==> config.mk <==
export PLATFORM = sky130hd
export DESIGN_NAME = issue_pipe_reg
export DESIGN_NICKNAME = d
export VERILOG_FILES = /design/src/rtl/issue_pipe_reg.sv
export SDC_FILE = /design/constraint.sdc
export NUM_CORES = 2
export LEC_CHECK = 0
export ABC_AREA = 0
export CORE_AREA = 2 2 414 416
export DETAILED_ROUTE_END_ITERATION = 8
export DIE_AREA = 0 0 416 418
export SETUP_SLACK_MARGIN = 0.2
export SLEW_MARGIN = 20
export SYNTH_ARGS = -nofsm -noshare
export SYNTH_HDL_FRONTEND = slang
export SYNTH_SLANG_ARGS = --single-unit
==> constraint.sdc <==
create_clock -name clk -period 3 [get_ports clk]
set_input_delay 0.6 -clock clk [delete_from_list [all_inputs] [get_ports clk]]
set_output_delay 0.6 -clock clk [all_outputs]
set_load 0.01 [all_outputs]
==> src/rtl/issue_pipe_reg.sv <==
// Decode-to-execute issue register: LANES-wide group with valid/ready handshake,
// one-group skid buffer, tail kill, flush, per-lane sequence tags and occupancy.
module issue_pipe_reg #(
  parameter int LANES = 2,
  parameter int WIDTH = 256,
  parameter int SEQ_W = 8
) (
  input  logic                   clk,
  input  logic                   rst_n,
  input  logic [LANES-1:0]       in_valid,
  input  logic [LANES*WIDTH-1:0] in_data,
  output logic                   in_ready,
  output logic [LANES-1:0]       out_valid,
  output logic [LANES*WIDTH-1:0] out_data,
  output logic [LANES*SEQ_W-1:0] out_seq,
  input  logic                   out_ready,
  input  logic                   flush,
  input  logic [LANES-1:0]       kill_mask,
  output logic [1:0]             occupancy,
  output logic                   err_noncontig
);

  logic [LANES-1:0]       head_valid_reg, head_valid_next;
  logic [LANES*WIDTH-1:0] head_data_reg, head_data_next;
  logic [LANES*SEQ_W-1:0] head_seq_reg, head_seq_next;
  logic [LANES-1:0]       skid_valid_reg, skid_valid_next;
  logic [LANES*WIDTH-1:0] skid_data_reg, skid_data_next;
  logic [LANES*SEQ_W-1:0] skid_seq_reg, skid_seq_next;
  logic [SEQ_W-1:0]       next_seq_reg, next_seq_next;
  logic                   in_ready_reg, in_ready_next;
  logic                   err_reg, err_next;

  logic [LANES-1:0]       prefix, keep, head_kept;
  logic [LANES*SEQ_W-1:0] new_seq;
  logic [SEQ_W-1:0]       pop;
  logic                   run_v, run_k;
  logic                   in_fire, out_fire, store, kill_en, head_free, skid_full;

  // prefix: contiguous valid lanes from lane 0; keep: lanes below the lowest kill bit
  always_comb begin
    prefix = '0;
    keep   = '0;
    pop    = '0;
    run_v  = 1'b1;
    run_k  = 1'b1;
    for (int i = 0; i < LANES; i++) begin
      run_v     = run_v & in_valid[i];
      prefix[i] = run_v;
      run_k     = run_k & ~kill_mask[i];
      keep[i]   = run_k;
      pop       = pop + SEQ_W'(run_v);
    end
  end

  for (genvar gi = 0; gi < LANES; gi++) begin : g_tag
    assign new_seq[gi*SEQ_W +: SEQ_W] = next_seq_reg + SEQ_W'(gi);
  end

  assign in_fire   = in_ready_reg & (|in_valid);
  assign out_fire  = out_ready & (|head_valid_reg);
  assign store     = in_fire & (|prefix) & ~flush;
  assign kill_en   = (|kill_mask) & ~out_fire;
  assign head_kept = out_fire ? '0 : (kill_en ? (head_valid_reg & keep) : head_valid_reg);
  assign head_free = (head_kept == '0);
  assign skid_full = |skid_valid_reg;

  always_comb begin
    head_valid_next = head_kept;
    head_data_next  = head_data_reg;
    head_seq_next   = head_seq_reg;
    skid_valid_next = skid_valid_reg;
    skid_data_next  = skid_data_reg;
    skid_seq_next   = skid_seq_reg;
    next_seq_next   = next_seq_reg;
    if (flush) begin
      head_valid_next = '0;
      skid_valid_next = '0;
    end else begin
      if (skid_full && head_free) begin
        head_valid_next = skid_valid_reg;
        head_data_next  = skid_data_reg;
        head_seq_next   = skid_seq_reg;
        skid_valid_next = '0;
      end
      // store only happens with the skid empty, since in_ready mirrors skid emptiness
      if (store) begin
        next_seq_next = next_seq_reg + pop;
        if (head_free) begin
          head_valid_next = prefix;
          head_data_next  = in_data;
          head_seq_next   = new_seq;
        end else begin
          skid_valid_next = prefix;
          skid_data_next  = in_data;
          skid_seq_next   = new_seq;
        end
      end
    end
    in_ready_next = ~(|skid_valid_next);
    err_next      = in_fire & ~flush & (prefix != in_valid);
  end

  always_ff @(posedge clk or negedge rst_n) begin
    if (!rst_n) begin
      head_valid_reg <= '0;
      head_data_reg  <= '0;
      head_seq_reg   <= '0;
      skid_valid_reg <= '0;
      skid_data_reg  <= '0;
      skid_seq_reg   <= '0;
      next_seq_reg   <= '0;
      in_ready_reg   <= 1'b0;
      err_reg        <= 1'b0;
    end else begin
      head_valid_reg <= head_valid_next;
      head_data_reg  <= head_data_next;
      head_seq_reg   <= head_seq_next;
      skid_valid_reg <= skid_valid_next;
      skid_data_reg  <= skid_data_next;
      skid_seq_reg   <= skid_seq_next;
      next_seq_reg   <= next_seq_next;
      in_ready_reg   <= in_ready_next;
      err_reg        <= err_next;
    end
  end

  assign in_ready      = in_ready_reg;
  assign out_valid     = head_valid_reg;
  assign out_data      = head_data_reg;
  assign out_seq       = head_seq_reg;
  assign err_noncontig = err_reg;
  assign occupancy     = 2'(|head_valid_reg) + 2'(|skid_valid_reg);

endmodule

Word-level counts from Yosys, hierarchy flattened
Index checks and enable logic that the tools add are counted.
{"block": "totals", "reg_bits": 1070, "in_bits": 520, "output_inout_bits": 534, "elab_cells": 56}
{"block": "op_classes", "add_sub_neg": 4, "n_eq_ne": 1, "mux": 16, "bitwise_logic": 16, "reduce_logical": 10}
{"op": "$mux W512", "n": 3}
{"op": "$mux W16", "n": 3}
{"op": "$mux W2", "n": 10}
{"op": "$reduce_or A2 Y1", "n": 6}
{"op": "$and A1 B1 Y1", "n": 9}
{"op": "$add A8 B1 Y8 const B", "n": 1}
{"op": "$add A8 B2 Y8", "n": 1}
{"op": "$not A1 Y1", "n": 6}
{"op": "$add A1 B1 Y2", "n": 2}
{"op": "$reduce_and A3 Y1", "n": 1}
{"op": "$and A2 B2 Y2", "n": 1}
{"op": "$logic_not A2 Y1", "n": 1}
{"op": "$reduce_and A2 Y1", "n": 1}
{"op": "$logic_and A1 B1 Y1", "n": 1}
{"op": "$ne A1 B1 Y1", "n": 1}

Depth between registers and ports, before layout
{"block": "logic_depth", "word_depth": 14, "ltp_mapped": 9, "ltp_nobuf": 7}

Worst setup path before layout
No wires, ideal clock.
{"block": "synth_timing", "path_type": "input-to-reg", "startpoint": "in flush", "endpoint": "reg skid_data_reg[151]", "setup_ps": 125, "arrival_ps": 1873, "required_ps": 2875, "setup_slack_ps": 1002, "stages": 8, "path_buffers": 5, "cell_sequence": "buf_6 -> and3b_1 -> buf_4 -> o211ai_2 -> buf_6 -> buf_8 -> buf_6 -> mux2_4"}
{"block": "synth_between", "elab_chain_len": 3}
{"item": "from (decl)", "line": "17", "source": "input logic flush,"}
{"item": "$not A1 Y1 (no line) *"}
{"item": "$and A1 B1 Y1", "line": "61", "source": "assign store = in_fire & (|prefix) & ~flush;"}
{"item": "$reduce_and A3 Y1 (no line) *"}
{"item": "to (signal assigned)", "line": "119", "source": "skid_data_reg <= skid_data_next;"}
{"item": "to (decl)", "line": "27", "source": "logic [LANES*WIDTH-1:0] skid_data_reg, skid_data_next;"}
Every way passes the cells marked *; elsewhere a longest branch is shown, timed or not.
A chain may end at the register's enable or synchronous reset.

Final worst setup path
{"block": "layout_timing", "startpoint": "reg head_valid_reg[0], in the netlist out_valid[0]", "endpoint": "out occupancy[1]"}
{"block": "layout_between", "elab_chain_len": 2}
{"item": "from (decl)", "line": "23", "source": "logic [LANES-1:0] head_valid_reg, head_valid_next;"}
{"item": "from (signal assigned)", "line": "115", "source": "head_valid_reg <= head_valid_next;"}
{"item": "$reduce_or A2 Y1", "line": "132", "source": "assign occupancy = 2'(|head_valid_reg) + 2'(|skid_valid_reg);"}
{"item": "$add A1 B1 Y2", "line": "132"}
{"item": "to (decl)", "line": "19", "source": "output logic [1:0] occupancy,"}
No other way between the ends.

==> out/metrics.csv <==
metric,value,unit
via_count,31600,
total_power,0.0435,W
synth_top_area_share,60.8,%
post_synth_and_or_nand_nor_area_fraction,0.522,%
syn_inst,3030,
grt_start_max_net_pins,123,
fp.coreArea,0.169,mm²
core.rowCount,151,
cts-root-buf,clkbuf_16,
port-buffer-count,1053,
crit_path_start,out_valid[0],
synth_async_sr_flop_share,100,%
placement.setup.worst_slack,-0.00657,ns
setup_violation_total_in_the_final_timing_report,0,
post-route-worst-setup-slack,0.367,ns
floorplan.die.height,418,µm
grt_antenna_before_repair,21,
leakage,27.5,nW
fp.dieArea,0.174,mm²
critPathKind,register to primary output,
route.detailed.drc,0,
cts-buffers-inserted,119,
synthMuxAreaShare,16.5,%
post_layout_nonfiller_instances,6405,
globalplace.congestion,0.837,
clock_tree_from_tritoncts,done,
floorplan.die.width,416,µm
worst_path_max_delay_cell,dfrtp_2,
drt_pre_antenna_iters,4,
fin_skew,0.0258,ns
synth_fa_ha_area_share,0.131,%
drt-wirelength-per-cell,23.9,µm
initial_core_util,26.1,%
fmax,380,MHz
worst_ep_required_time,2.40,ns
synth_most_common_cell,dfrtp_1,
detailedRoute.firstIterationViolations,2080,
hold_class,primary input to asynchronous set/reset pin,
timing.final.max_slew_violations,0,
worst-path-max-fanout,7,
gr-total-overflow,0,
ys_seq_elements,1070,
drt_total_wl,153,mm
ys_dominant_reg_cell,dfrtp_1,
area_growth,40.6,%
rsz0062_at_grt,false,
result_of_the_run,finished clean,
start_kind,register,
cp_top_family,flip-flops,
synth_seq_area_share,60.8,%
synthTopCellsByCount,"dfrtp_1, a2bb2oi_1, o22ai_1, mux2_4, mux2_2",
power_density,702,mW/mm²
xor_xnor_portion_of_the_synthesized_cell_area,0.239,%
mappedNetlistArea,0.0441,mm²
num-fill-cells,16000,
ant_nets,0,
regArea,0.0268,mm²
max_stage_delay,0.46,ns
grt_pass1_wl,227,mm
cap_viol_max_count,0,
postSynthNetCount,3554,
placedCellCount,6169,
clock_latency,0.75,ns
synth_compound_area_share,18.2,%
tritoncts_num_sinks,1070,
syn_area_per_cell,14.5,µm²
finalSetupTns,0,ns
worst_setup_path_end_kind,primary output,
synth_top_family_by_area,compound AO/OA/AOI/OAI gates,
ys_types,39,
hold_violations,0,
clock_tree.buffer_depth,3,
critical_path.cell_chain,or2_2 > ha_1 > dlygate4sd2_1,
number_of_global_route_vias_before_repair,33200,
grt.total_usage,17.0,%
min_period,2.63,ns
layout.core_utilization,36.6,%
viasPerCell,4.93,
multiInputGateArea,0.0157,mm²
post-synth-top-area-cell,dfrtp_1,
ir_drop,0.465,mV
io_pins,1054,
synth-edff-count,0,
cp_data_arrival_time,2.03,ns
dp_hpwl,106,mm
htreeDepth,3,
path_clk_slew,0.06,ns
slew_headroom,52.7,%
num-nets-final,4597,
synth.yosys.warnings,0,
worst_slew_pin_tran,0.710,ns
critical_path_buf_inv_count,1,
fraction_of_final_layout_cells_sized_beyond_drive_strength_1,21.5,%
fin_crit_sh,87.8,%
synth_top_cells_by_area,"dfrtp_1, mux2_4, a2bb2oi_1, o22ai_1, mux2_2",
reg2reg_from,next_seq_reg[0],
-- worst reg2reg max path: cells and delay by family (launching register included) --
family | cells | cell delay (ns)
adders and majority gates | 2 | 0.67
DFF | 1 | 0.47
and+or+nand+nor | 2 | 0.35
buffers and inverters | 2 | 0.33
xor gates and xnor gates | 1 | 0.21
-- path summary, 6_finish.rpt --
kind	end	slack [ns]	depth (start not counted)
worst max-delay path	occupancy[1]	0.37	3
worst min-delay path	out_data[180]	0.41	2
worst max register to register	next_seq_reg[6]	0.88	7
worst min register to register	skid_seq_reg[0]	0.49	2
max in group asynchronous	skid_data_reg[482]	1.52	3
min in group clk	skid_seq_reg[0]	0.49	2
-- report_power, final --
part	switching, W	internal [W]	total, W
logic	0.00374	0.00589	0.00963
registers	0.00176	0.0171	0.0188
clock network	0.00624	0.00875	0.0150
-- cell families after synthesis --
logic type	Yosys count
multiplexers	524
buffers and inverters	304
flip-flops	1070
AO/OA/AOI/OAI	1070
AND/OR/NAND/NOR	46
adder cells (fa/ha/maj)	4
XOR/XNOR	12
-- cells in the final DEF, fill, tap and decap left out, types with 5 or more instances in the layout --
| cell type | Yosys | routed |
|---|---|---|
| dfrtp_1 | 1070 | 1069 |
| clkdlybuf4s50_1 | 0 | 1050 |
| a2bb2oi_1 | 526 | 526 |
| o22ai_1 | 525 | 525 |
| mux2_4 | 360 | 360 |
| mux2_2 | 163 | 163 |
| clkbuf_16 | 0 | 120 |
| buf_4 | 14 | 100 |
| buf_12 | 0 | 66 |
| clkbuf_8 | 0 | 32 |
| clkbuf_1 | 117 | 25 |
| clkinv_2 | 0 | 22 |
| nand2_1 | 17 | 17 |
| diode_2 | 0 | 15 |
| nor2_1 | 11 | 10 |
| o21ai_0 | 8 | 8 |
| xnor2_1 | 8 | 8 |
| bufinv_16 | 0 | 7 |
| inv_1 | 6 | 6 |
| nand3_1 | 5 | 5 |
-- cell type report --
class,instances,share of cell area (%)
Clock inverter,43,0.775
Tap cell,2218,4.48
Clock buffer,177,5.71
Sequential cell,1070,43.2
Timing Repair Buffer,1220,20.4
Multi-Input combinational cell,1656,25.4
Inverter,6,0.0364
Antenna cell,15,0.0606
-- through the flow --
step	cell area [µm²]	hold slack (ns)
after CTS	61900	0.344
after detailed placement	57900	0.473
after global routing	62000	0.376
final	62000	0.414
after global placement	57900	0.462
after floorplan	44100	0.304
-- timing repair --
item                                   CTS  global route
hold buffers                             1             0
setup endpoints to repair                2             0
buffers inserted                         0             0
endpoints found under the hold margin   14             0
gates resized for setup                  8             0
-- routing by layer --
layer  up-vias  global-route usage, %  wire length, µm
met3       224                   4.51             8850
met2       881                   27.8            75200
met5         -                      0               49
li1      13900                      -                -
met1     16600                   21.5            64400
met4         8                   5.92             4650
Note: power is estimated with default switching activity, not from simulation.
